## src/rtl/sap_cpu_core_if.sv

```systemverilog
// Host-side bus of sap_cpu_core: program load, run request, output register and status.
interface sap_cpu_core_if #(
    parameter int DATA_W = 8,
    parameter int ADDR_W = 4
);
    logic              run;
    logic              prog_we;
    logic [ADDR_W-1:0] prog_addr;
    logic [DATA_W-1:0] prog_data;
    logic [DATA_W-1:0] out_data;
    logic              out_valid;
    logic              busy;
    logic              halted;
    logic [ADDR_W-1:0] pc_dbg;
    logic              carry;
    logic              zero;

    modport master (output run, prog_we, prog_addr, prog_data,
                    input  out_data, out_valid, busy, halted, pc_dbg, carry, zero);
    modport slave  (input  run, prog_we, prog_addr, prog_data,
                    output out_data, out_valid, busy, halted, pc_dbg, carry, zero);
endinterface

```

## src/rtl/sap_cpu_core.sv

```systemverilog
// Parametrised accumulator CPU core: PC/IR/A/flags, unified RAM, FETCH/EXEC sequencer.
// Optional single-step support under `define SAP_CPU_SINGLE_STEP_EN (step_mode/step/paused, PAUSE state).
//
// state | meaning
// IDLE  | after reset, waiting for run
// FETCH | IR <= mem[PC], PC <= PC+1
// EXEC  | execute IR; next FETCH, HALT on HLT, PAUSE when single-stepping
// HALT  | stopped by HLT; run resumes at the PC after HLT
// PAUSE | single-step only: waiting for step
module sap_cpu_core #(
    parameter int DATA_W = 8,
    parameter int ADDR_W = 4
) (
    input  logic clk,
    input  logic rst,
`ifdef SAP_CPU_SINGLE_STEP_EN
    input  logic step_mode,
    input  logic step,
    output logic paused,
`endif
    sap_cpu_core_if.slave bus
);
    localparam logic [3:0] OP_LDA = 4'h1;
    localparam logic [3:0] OP_ADD = 4'h2;
    localparam logic [3:0] OP_SUB = 4'h3;
    localparam logic [3:0] OP_STA = 4'h4;
    localparam logic [3:0] OP_LDI = 4'h5;
    localparam logic [3:0] OP_JMP = 4'h6;
    localparam logic [3:0] OP_JC  = 4'h7;
    localparam logic [3:0] OP_JZ  = 4'h8;
    localparam logic [3:0] OP_OUT = 4'hE;
    localparam logic [3:0] OP_HLT = 4'hF;

`ifdef SAP_CPU_SINGLE_STEP_EN
    typedef enum logic [2:0] {S_IDLE, S_FETCH, S_EXEC, S_HALT, S_PAUSE} state_t;
`else
    typedef enum logic [1:0] {S_IDLE, S_FETCH, S_EXEC, S_HALT} state_t;
`endif

    state_t            state, state_nxt;
    logic [DATA_W-1:0] mem [2**ADDR_W];
    logic [ADDR_W-1:0] pc;
    logic [DATA_W-1:0] ir;
    logic [DATA_W-1:0] acc;
    logic              carry_q, zero_q;
    logic [DATA_W-1:0] out_q;
    logic              out_valid_q;
    logic              busy_c, halted_c, host_we, sta_we;

    logic [3:0]        opcode;
    logic [ADDR_W-1:0] operand;
    logic [DATA_W-1:0] instr_word, oper_word, diff;
    logic [DATA_W:0]   sum;
    logic              unused_ir_bits;

    assign opcode         = ir[DATA_W-1 -: 4];
    assign operand        = ir[ADDR_W-1:0];
    assign unused_ir_bits = ^ir;
    assign instr_word     = mem[pc];
    assign oper_word      = mem[operand];
    assign sum            = {1'b0, acc} + {1'b0, oper_word};
    assign diff           = acc - oper_word;

    always_ff @(posedge clk or posedge rst) begin
        if (rst) state <= S_IDLE;
        else     state <= state_nxt;
    end

    always_comb begin
        state_nxt = state;
        case (state)
            S_IDLE, S_HALT: if (bus.run) state_nxt = S_FETCH;
            S_FETCH:        state_nxt = S_EXEC;
            S_EXEC: begin
                if (opcode == OP_HLT)  state_nxt = S_HALT;
`ifdef SAP_CPU_SINGLE_STEP_EN
                else if (step_mode)    state_nxt = S_PAUSE;
`endif
                else                   state_nxt = S_FETCH;
            end
`ifdef SAP_CPU_SINGLE_STEP_EN
            S_PAUSE:        if (step) state_nxt = S_FETCH;
`endif
            default:        state_nxt = S_IDLE;
        endcase
    end

    always_comb begin
        busy_c   = (state == S_FETCH) || (state == S_EXEC);
        halted_c = (state == S_HALT);
        host_we  = bus.prog_we && ((state == S_IDLE) || (state == S_HALT));
        sta_we   = (state == S_EXEC) && (opcode == OP_STA);
`ifdef SAP_CPU_SINGLE_STEP_EN
        paused   = (state == S_PAUSE);
`endif
    end

    // RAM is not reset; a write is suppressed on any edge where rst is high.
    always_ff @(posedge clk) begin
        if (!rst) begin
            if (host_we)     mem[bus.prog_addr] <= bus.prog_data;
            else if (sta_we) mem[operand]       <= acc;
        end
    end

    always_ff @(posedge clk or posedge rst) begin
        if (rst) begin
            pc          <= '0;
            ir          <= '0;
            acc         <= '0;
            carry_q     <= 1'b0;
            zero_q      <= 1'b0;
            out_q       <= '0;
            out_valid_q <= 1'b0;
        end else begin
            out_valid_q <= 1'b0;
            if (state == S_FETCH) begin
                ir <= instr_word;
                pc <= pc + ADDR_W'(1);
            end
            if (state == S_EXEC) begin
                case (opcode)
                    OP_LDA: acc <= oper_word;
                    OP_ADD: begin
                        {carry_q, acc} <= sum;
                        zero_q         <= (sum[DATA_W-1:0] == '0);
                    end
                    OP_SUB: begin
                        acc     <= diff;
                        carry_q <= (acc >= oper_word);
                        zero_q  <= (diff == '0);
                    end
                    OP_LDI: acc <= DATA_W'(operand);
                    OP_JMP: pc <= operand;
                    OP_JC:  if (carry_q) pc <= operand;
                    OP_JZ:  if (zero_q)  pc <= operand;
                    OP_OUT: begin
                        out_q       <= acc;
                        out_valid_q <= 1'b1;
                    end
                    default: ;
                endcase
            end
        end
    end

    assign bus.out_data  = out_q;
    assign bus.out_valid = out_valid_q;
    assign bus.busy      = busy_c;
    assign bus.halted    = halted_c;
    assign bus.pc_dbg    = pc;
    assign bus.carry     = carry_q;
    assign bus.zero      = zero_q;
endmodule

```

## src/flat_wrapper.sv

```systemverilog
// flat-port wrapper written by rule: the top's interface ports become plain ports
module sap_cpu_core_flat 
#(
    parameter int DATA_W = 8,
    parameter int ADDR_W = 4
)
  (clk, rst, bus_run, bus_prog_we, bus_prog_addr, bus_prog_data, bus_out_data, bus_out_valid, bus_busy, bus_halted, bus_pc_dbg, bus_carry, bus_zero);
  sap_cpu_core_if #(.DATA_W(DATA_W), .ADDR_W(ADDR_W)) bus_i ();
  input  logic clk;
  input  logic rst;
  input wire logic [$bits(bus_i.run)-1:0] bus_run;
  input wire logic [$bits(bus_i.prog_we)-1:0] bus_prog_we;
  input wire logic [$bits(bus_i.prog_addr)-1:0] bus_prog_addr;
  input wire logic [$bits(bus_i.prog_data)-1:0] bus_prog_data;
  output wire logic [$bits(bus_i.out_data)-1:0] bus_out_data;
  output wire logic [$bits(bus_i.out_valid)-1:0] bus_out_valid;
  output wire logic [$bits(bus_i.busy)-1:0] bus_busy;
  output wire logic [$bits(bus_i.halted)-1:0] bus_halted;
  output wire logic [$bits(bus_i.pc_dbg)-1:0] bus_pc_dbg;
  output wire logic [$bits(bus_i.carry)-1:0] bus_carry;
  output wire logic [$bits(bus_i.zero)-1:0] bus_zero;
  assign bus_i.run = bus_run;
  assign bus_i.prog_we = bus_prog_we;
  assign bus_i.prog_addr = bus_prog_addr;
  assign bus_i.prog_data = bus_prog_data;
  assign bus_out_data = bus_i.out_data;
  assign bus_out_valid = bus_i.out_valid;
  assign bus_busy = bus_i.busy;
  assign bus_halted = bus_i.halted;
  assign bus_pc_dbg = bus_i.pc_dbg;
  assign bus_carry = bus_i.carry;
  assign bus_zero = bus_i.zero;
  sap_cpu_core #(.DATA_W(DATA_W), .ADDR_W(ADDR_W)) u_core (.clk(clk), .rst(rst), .bus(bus_i));
endmodule
```

## config.mk

```make
export PLATFORM = sky130hd
export DESIGN_NAME = sap_cpu_core_flat
export DESIGN_NICKNAME = d
export VERILOG_FILES = /design/src/rtl/sap_cpu_core_if.sv /design/src/rtl/sap_cpu_core.sv /design/src/flat_wrapper.sv
export SDC_FILE = /design/constraint.sdc
export NUM_CORES = 1
export LEC_CHECK = 0
export CELL_PAD_IN_SITES_DETAIL_PLACEMENT = 1
export CELL_PAD_IN_SITES_GLOBAL_PLACEMENT = 1
export CORE_MARGIN = 2
export CORE_UTILIZATION = 44
export DETAILED_ROUTE_END_ITERATION = 10
export PLACE_DENSITY = 0.68
export SLEW_MARGIN = 20
export SYNTH_ARGS = -nofsm -noshare
export SYNTH_HDL_FRONTEND = slang
export SYNTH_SLANG_ARGS = --single-unit
```

## constraint.sdc

```tcl
create_clock -name clk -period 7.34 [get_ports clk]
set_input_delay 1.468 -clock clk [delete_from_list [all_inputs] [get_ports clk]]
set_output_delay 1.468 -clock clk [all_outputs]
set_load 0.005 [all_outputs]
```

# Word-level counts from Yosys, hierarchy flattened
# Memory sizes are Yosys's and may differ from the RTL's. A register that Yosys moved wholly into a read port is not among the register bits.
# Index checks and enable logic that the tools add are counted.
# totals
in_bits	16
reg_bits	25
memories	1
ramBits	128
# op_classes
muxes	23
n_addsub	3
order_cmp	1
reduce_logical	14
n_eq_ne	14
# memory_table
memory	depth	word_bits	read_ports	rd_ports_with_merged_regs	write_ports	line_no	source
u_core.mem	16	8	2	1	1	sap_cpu_core.sv:41	logic [DATA_W-1:0] mem [2**ADDR_W];
# ops
cell	n
case mux 8 bit (4 select lines)	1
two-way mux 4 bit	5
== test 4 x 3 -> 1 bit, second input constant	4
zero test 8 bit	2
== test 4 bit, second input constant	3
case mux 4 bit (3 select lines)	1
two-way mux 1 bit	10
adder 8 x 8 -> 9 bit	1
== test 4 x 2 -> 1 bit, second input constant	2
>= comparator 8 bit	1
two-way mux 8 bit	1
OR reduction 8 bit	1
subtractor 8 bit	1
case mux 2 bit (3 select lines)	1
AND reduction 2 bit	3
adder 4 x 1 -> 4 bit, second input constant	1
== test 2 bit, second input constant	2
== test 4 x 1 -> 1 bit, second input constant	1
two-way mux 2 bit	2
case mux 1 bit (2 select lines)	2
nonzero test 4 bit	1
== test 2 x 1 -> 1 bit, second input constant	1
logical AND 1 bit	2
zero test 2 bit	1
4 further kinds	5

# Logic depth before layout (Yosys ltp)
# Gate-level depths: netlist of the first run.
# logic_depth
depth_word	8
mapped_depth	14

# Worst setup path after synthesis of the first run
# No wires, ideal clock.
# synth_path
path_type	reg-to-reg
from	reg u_core.ir[0] (read register of u_core.mem)
to	reg u_core.zero_q, in the netlist u_core.bus.zero
arrival_ps	3401
n_path_buf	3
setup_time_ps	128
synth_period_minus_slack_ps	3528
path_slack_ps	3812
stages_incl_launch_ff	14
path_cell_list	dfrtp_1 -> buf_6 -> buf_6 -> mux4_2 -> mux4_2 -> inv_1 -> ha_1 -> buf_2 -> or2_2 -> a221oi_1 -> mux2_2 -> o21ai_0 -> o31a_1 -> o31ai_1
# synth_via
elab_chain_len	4
word_cells_on_any_way	6
# synth_lines
item	line_no	source
from (decl)	sap_cpu_core.sv:43	logic [DATA_W-1:0] ir;
memory (16 x 8 bit) *	n/a	
subtractor 8 bit / adder 8 x 8 -> 9 bit (equally long branches)	sap_cpu_core.sv:62, sap_cpu_core.sv:61	
zero test 8 bit, on equally long branches	sap_cpu_core.sv:131, sap_cpu_core.sv:126	
case mux 1 bit (2 select lines) *	sap_cpu_core.sv:122	case (opcode)
to (signal assigned)	sap_cpu_core.sv:126	zero_q <= (sum[DATA_W-1:0] == '0);
to (signal assigned)	sap_cpu_core.sv:131	zero_q <= (diff == '0);
to (decl)	sap_cpu_core.sv:45	logic carry_q, zero_q;
# Mark *: on every way between the ends. The rest lies on a longest branch, timed or not.
# A chain may end at the register's enable or synchronous reset.

# Worst setup path in the final report of the first run
# layout_path
from	reg u_core.ir[0] (read register of u_core.mem)
to	reg u_core.acc[6]
# layout_via
elab_chain_len	3
word_cells_on_any_way	4
# layout_lines
item	line_no	source
memory (16 x 8 bit) *	n/a	
subtractor 8 bit / adder 8 x 8 -> 9 bit (equally long branches)	sap_cpu_core.sv:62, sap_cpu_core.sv:61	
case mux 8 bit (4 select lines) *	sap_cpu_core.sv:122	
to (signal assigned)	sap_cpu_core.sv:123	OP_LDA: acc <= oper_word;
to (signal assigned)	sap_cpu_core.sv:125	{carry_q, acc} <= sum;
to (signal assigned)	sap_cpu_core.sv:129	acc <= diff;
to (decl)	sap_cpu_core.sv:44	logic [DATA_W-1:0] acc;
# Marks and branches as above.

==> flow_summary.yaml, run 1 <==
clock_network:
  post_cts_resized: 0
  clk_pin_slew_worst_paths_ns: 0.07
  numCtsBuffers: 17
  cts.path.max_buffers: 2
  postCtsHoldBufs: 0
  htreeDepth: 4
  cts_tree: "built"
  root_buffer: "clkbuf_16"
  numClockSinks: 161
  clock_latency_ns: 0.44
  postCtsSetupRepairBufs: 0
final_layout:
  drive_gt1_share_pct: 23.79
  finalCoreUtilization_pct: 51.02
  nFillCells: 1816
  multiInputGateArea_um2: 3601
  final_area_um2: 9639
  layout_commonest_cell: "edfxtp_1"
  syn_to_final_growth_pct: 12.86
  final_cell_mix: "128 x edfxtp_1, 65 x mux4_2, 37 x nor2_1"
  regArea_um2: 4672
  nNetsFinal: 607
global_route:
  grt_first_pass_wirelength_mm: 35.02
  first_global_vias: 5458
  grt_overflow: 0
  antenna_found_initial: 1
  grt_start_max_net_pins: 37
  grtUsageTotal_pct: 24.07
timing:
  slew_viol_final: 0
  hold_viol: 0
  slew_headroom_pct: 36.70
  hold_ws_ns: 0.5132
  worst_pin_slew_ns: 0.9469
  fmax_mhz: 219.1
  skew_ns: 0.009242
  setup_viol: 0
  rsz0062_at_grt: "false"
  timing.final.crit_period_ns: 4.564
  fin_setup_tns_ns: 0
  fin_crit_sh_pct: 62.18
setup_path:
  cp_max_fo: 23
  arrival_ns: 4.90
  slowest_stage: "dfrtp_2"
  cp-start-kind: "register"
  crit_chain: "buf_4 > mux4_1 > mux4_2 > inv_1 > ha_1 > or2_2 > a221oi_1 > mux2_2 > nor3_1 > a21oi_1 > o221ai_1"
  cp-endpoint: "u_core.acc[6]"
  reg2reg_from: "u_core.ir[0]"
  cp.required_ns: 7.68
  end_kind: "register"
  crit_type: "register to register"
  r2r_cells: 11
  r2r_end: "u_core.acc[6]"
  cpPeakStageDelay_ns: 0.85
  r2r_setup_slack_ns: 2.78
  crit_path_start: "u_core.ir[0]"
die:
  die_x_um: 143.3
  initial_core_util_pct: 45.21
  die_area_um2: 20540
  io_pins: 33
  coreArea_um2: 18890
  rows: 50
  die_h_um: 143.3
synthesis:
  synthTopCellsByArea: "edfxtp_1 45%, mux4_2 17%, dfrtp_1 9.7%"
  avgSynthCellArea_um2: 15.73
  synth-seq-cells: 161
  synth_edf_count: 128
  synth.top_cell.area_share_pct: 45.00
  yosys_warnings: 0
  synthCells: 543
  synth_fp_nets: 583
  synthesis.area_um2: 8541
  async_reset_ff_share_pct: 20.50
  synthFlopType: "edfxtp_1"
  synth_top_area_cell: "edfxtp_1"
  yosysSeqAreaShare_pct: 54.67
  synth_cell_types: 60
placement:
  placed_area_um2: 9059
  place_congestion: 0.8789
  port_buffers: 32
  hpwl_mm: 16.57
detailed_routing:
  drt_iter0_markers: 415
  vias: 5149
  first_pass_iters: 4
  drt-total-wl_mm: 22.99
  drc: 0
  drt-wirelength-per-cell_um: 27.34
  routed_via_density: 6.122
  ant_nets: 0
power_and_ir_drop:
  pwr-share-comb_pct: 51.0
  power.switching_mw: 1.785
  ir_drop_mv: 0.1667
  p_clk_share_pct: 20.0
  cellLeakagePower_nw: 3.338
  total_power_mw: 4.356
  internal_power_mw: 2.570
  power.density_nw_per_um2: 451.9
  p_sw_share_pct: 40.99
  pwr-share-seq_pct: 29.0
job:
  drv_cap: 0
worst_hold_path:
  min_path_cells: 1
  min_path_type: "register to register"
outcome:
  status: "complete, no violations"
==> layer usage <==
metal | up-vias | GRT usage [%] | routed length, um
li1 | 2233 | - | -
met1 | 2709 | 32.28 | 9653
met2 | 164 | 37.55 | 11130
met3 | 43 | 5.831 | 1308
met4 | 0 | 10.94 | 896
met5 | - | 0 | 0
==> final cells by class <==
type	count	area share (%)
sequential	161	48.47
multi-input combinational	324	37.36
clock buffer	18	4.452
timing repair buffer	39	3.868
tap	260	3.375
clock inverter	14	1.506
inverter	24	0.9476
antenna	1	0.02596
==> cells in the mapped netlist (3+ instances only) <==
cell and count:
a21o_1 4, a21oi_1 23, a31oi_1 5, buf_2 7
buf_4 4, clkbuf_1 19, dfrtp_1 33, edfxtp_1 128
ha_1 22, inv_1 21, mux2_2 22, mux2i_1 4
mux4_1 14, mux4_2 65, nand2_1 21, nand2b_1 4
nand4_1 5, nor2_1 37, nor2b_1 9, nor3_1 5
nor3b_1 5, o21ai_0 15, o21ai_1 3, o31a_1 4
o31ai_1 3, xnor2_1 8, xor2_1 4
==> state kept, by name, indices dropped and copies added, names as in the netlist, 2 cells and up <==
name and cells:
u_core.acc 8, u_core.bus.out_data 8, u_core.bus.pc_dbg 4, u_core.ir 8, u_core.mem 128, u_core.state 2
==> worst max-delay path: cells and delay by family (launching register included) <==
family	cells	cell delay [ns]
multiplexers	3	1.53
AO/OA/AOI/OAI	3	0.68
buffers and inverters	2	0.49
flip-flops	1	0.85
adder cells (fa/ha/maj)	1	0.34
AND/OR/NAND/NOR	2	0.56
==> kinds of logic after synthesis <==
logic type               synth area share [%]
XOR/XNOR                                1.231
multiplexers                            24.82
AO/OA/AOI/OAI                           6.285
adder cells (fa/ha/maj)                 3.692
flip-flops                              54.67
AND/OR/NAND/NOR                         6.094
buffers and inverters                   3.208
==> per-stage QoR <==
| step | setup WS, ns | std cells |
|---|---|---|
| floorplan | 3.812 | 543 |
| global placement | 2.650 | 808 |
| detailed placement | 2.562 | 808 |
| CTS | 2.752 | 840 |
| global route | 2.471 | 840 |
| finish | 2.776 | 841 |
==> how the worst min path moves through the flow <==
stage | to | slack, ns | start
3_3_place_gp | u_core.bus.out_data[5] | 0.49 | u_core.bus.out_data[5]
2_1_floorplan | u_core.bus.carry | 0.50 | u_core.bus.carry
5_1_grt | u_core.bus.out_data[2] | 0.53 | u_core.bus.out_data[2]
4_1_cts | u_core.bus.out_data[5] | 0.52 | u_core.bus.out_data[5]
3_5_place_dp | u_core.bus.out_data[5] | 0.50 | u_core.bus.out_data[5]
6_report | u_core.bus.out_data[2] | 0.51 | u_core.bus.out_data[2]
==> power by group through the flow <==
stage | sequential, mW | combinational (mW) | clock, mW
6_report | 1.26 | 2.22 | 0.870
5_1_grt | 1.29 | 2.43 | 0.911
4_1_cts | 1.27 | 2.23 | 0.875
3_5_place_dp | 1.29 | 2.22 | 0
3_3_place_gp | 1.28 | 2.16 | 0
2_1_floorplan | 1.15 | 1.73 | 0
(Power assumes the default switching activity.)
==> inputs of run 2 (changes only) <==
PLACE_DENSITY = 0.71   (was 0.68)
clock period = 3.66 ns   (was 7.34 ns; I/O delays follow)
==> flow_summary.yaml, run 2 (synthesis gave the netlist of run 1 again) <==
final_layout:
  nNetsFinal: 649
  top_register: "u_core.mem"
  layout_commonest_cell: "edfxtp_1"
  largest_reg_flops: 128
  finalCoreUtilization_pct: 53.21
  syn_to_final_growth_pct: 17.71
  final_cell_mix: "128 x edfxtp_1, 67 x mux4_2, 43 x buf_4"
  diodes: 0
  drive_gt1_share_pct: 31.19
  fin_cells: 882
outcome:
  status: "complete, no violations"
setup_path:
  cp.required_ns: 3.99
  end_kind: "register"
  r2r_cells: 11
  cp-start-kind: "register"
  reg2reg_from: "u_core.ir[0]"
  cp_max_fo: 10
  r2r_end: "u_core.bus.zero"
  crit_type: "register to register"
  arrival_ns: 3.93
  r2r_setup_slack_ns: 0.06
worst_hold_path:
  min_path_type: "register to register"
  hold_path_end: "u_core.bus.out_data[0]"
  hold_start: "u_core.bus.out_data[0]"
  min_path_cells: 1
timing:
  worst_pin_slew_ns: 0.9445
  slew_headroom_pct: 36.37
  skew_ns: 0.01348
  rsz0062_at_grt: "true"
  hold_viol: 0
  fin_crit_sh_pct: 98.34
  setup_viol: 0
  timing.final.crit_period_ns: 3.599
  fmax_mhz: 277.8
  slew_viol_final: 0
clock_network:
  root_buffer: "clkbuf_16"
  clock_latency_ns: 0.43
  htreeDepth: 4
  clk_pin_slew_worst_paths_ns: 0.07
  cts.path.max_buffers: 2
  numCtsBuffers: 17
  cts_tree: "built"
  postCtsHoldBufs: 0
  numClockSinks: 161
power_and_ir_drop:
  p_clk_share_pct: 18.5
  pwr-share-comb_pct: 55.3
  ir_drop_mv: 0.4301
  power.density_nw_per_um2: 920.1
  total_power_mw: 9.250
  pwr-share-seq_pct: 26.2
  power.switching_mw: 3.649
  cellLeakagePower_nw: 3.562
  p_sw_share_pct: 39.45
  internal_power_mw: 5.601
die:
  die_x_um: 143.3
  rows: 50
  die_area_um2: 20540
  io_pins: 33
  die_h_um: 143.3
  coreArea_um2: 18890
  initial_core_util_pct: 45.21
global_route:
  antenna_found_initial: 0
  grt_first_pass_wirelength_mm: 35.39
  first_global_vias: 5813
  grt_start_max_net_pins: 37
  grt_overflow: 0
  grtUsageTotal_pct: 23.59
placement:
  dp_cells: 849
  port_buffers: 32
  hpwl_mm: 16.06
  place_congestion: 0.8734
detailed_routing:
  ant_nets: 0
  drt-wirelength-per-cell_um: 25.53
  routed_via_density: 6.073
  drt_iter0_markers: 397
  vias: 5356
  drc: 0
  drt-total-wl_mm: 22.51
  first_pass_iters: 5
job:
  drv_cap: 0
## run 2: repair_timing
item / 4_1_cts / 5_1_grt
buffers inserted: 1 / 0
pin swaps: 0 / 1
resized for setup: 8 / 12
endpoints found under the setup margin: 4 / 5
## run 2: final cells by class
class | instances | area, um2
clock buffers | 17 | 425.4
clock inverters | 15 | 138.9
fillers | 1799 | 8840
inverters | 24 | 91.34
multi-input cells | 324 | 3647
flip-flops and latches | 161 | 4672
well taps | 260 | 325.3
repair buffers | 81 | 753.2
## run 2: worst max path at each step
stage	start	endpoint	slack, ns	cells past startpoint
floorplan	u_core.ir[0]	u_core.bus.zero	0.13	13
global placement	u_core.ir[0]	u_core.bus.zero	-0.008	10
detailed placement	u_core.ir[0]	u_core.bus.zero	-0.08	10
CTS	u_core.ir[0]	u_core.bus.zero	0.01	12
global route	u_core.ir[0]	u_core.bus.zero	-0.07	11
finish	u_core.ir[0]	u_core.bus.zero	0.06	11
## run 2: power by group through the flow
stage | clock network [mW] | logic, mW | registers (mW)
floorplan | 0 | 3.47 | 2.31
global placement | 0 | 4.80 | 2.44
detailed placement | 0 | 4.91 | 2.45
CTS | 1.74 | 5.03 | 2.42
global route | 1.82 | 5.53 | 2.45
finish | 1.71 | 5.12 | 2.42
## run 2: critical path, cell delays in order, from the launching register on
cell	delay, ns
dfrtp_2	0.41
buf_12	0.17
mux4_1	0.58
mux4_2	0.52
inv_1	0.10
ha_1	0.27
a21o_1	0.22
a21o_1	0.19
a211oi_2	0.23
xnor2_1	0.10
or4_1	0.53
o31ai_2	0.18
## run 2: layer usage
layer	track usage, %	up-vias	part of all wire (%)
met5	0	-	0
met4	6.656	0	1.8
met3	4.598	33	4.5
met2	39.39	170	50
met1	31.85	2839	44
li1	-	2314	-
## run 2: stage by stage
| stage | area, um2 | setup TNS, ns | setup WS, ns | hold slack [ns] |
|---|---|---|---|---|
| final | 10050 | 0 | 0.06069 | 0.5126 |
| after global routing | 10050 | -0.1555 | -0.07248 | 0.5283 |
| after CTS | 10020 | 0 | 0.01131 | 0.5148 |
| after detailed placement | 9417 | -0.1861 | -0.07621 | 0.4981 |
| after global placement | 9417 | -0.007679 | -0.007679 | 0.4922 |
| after floorplan | 8541 | 0 | 0.1317 | 0.4954 |
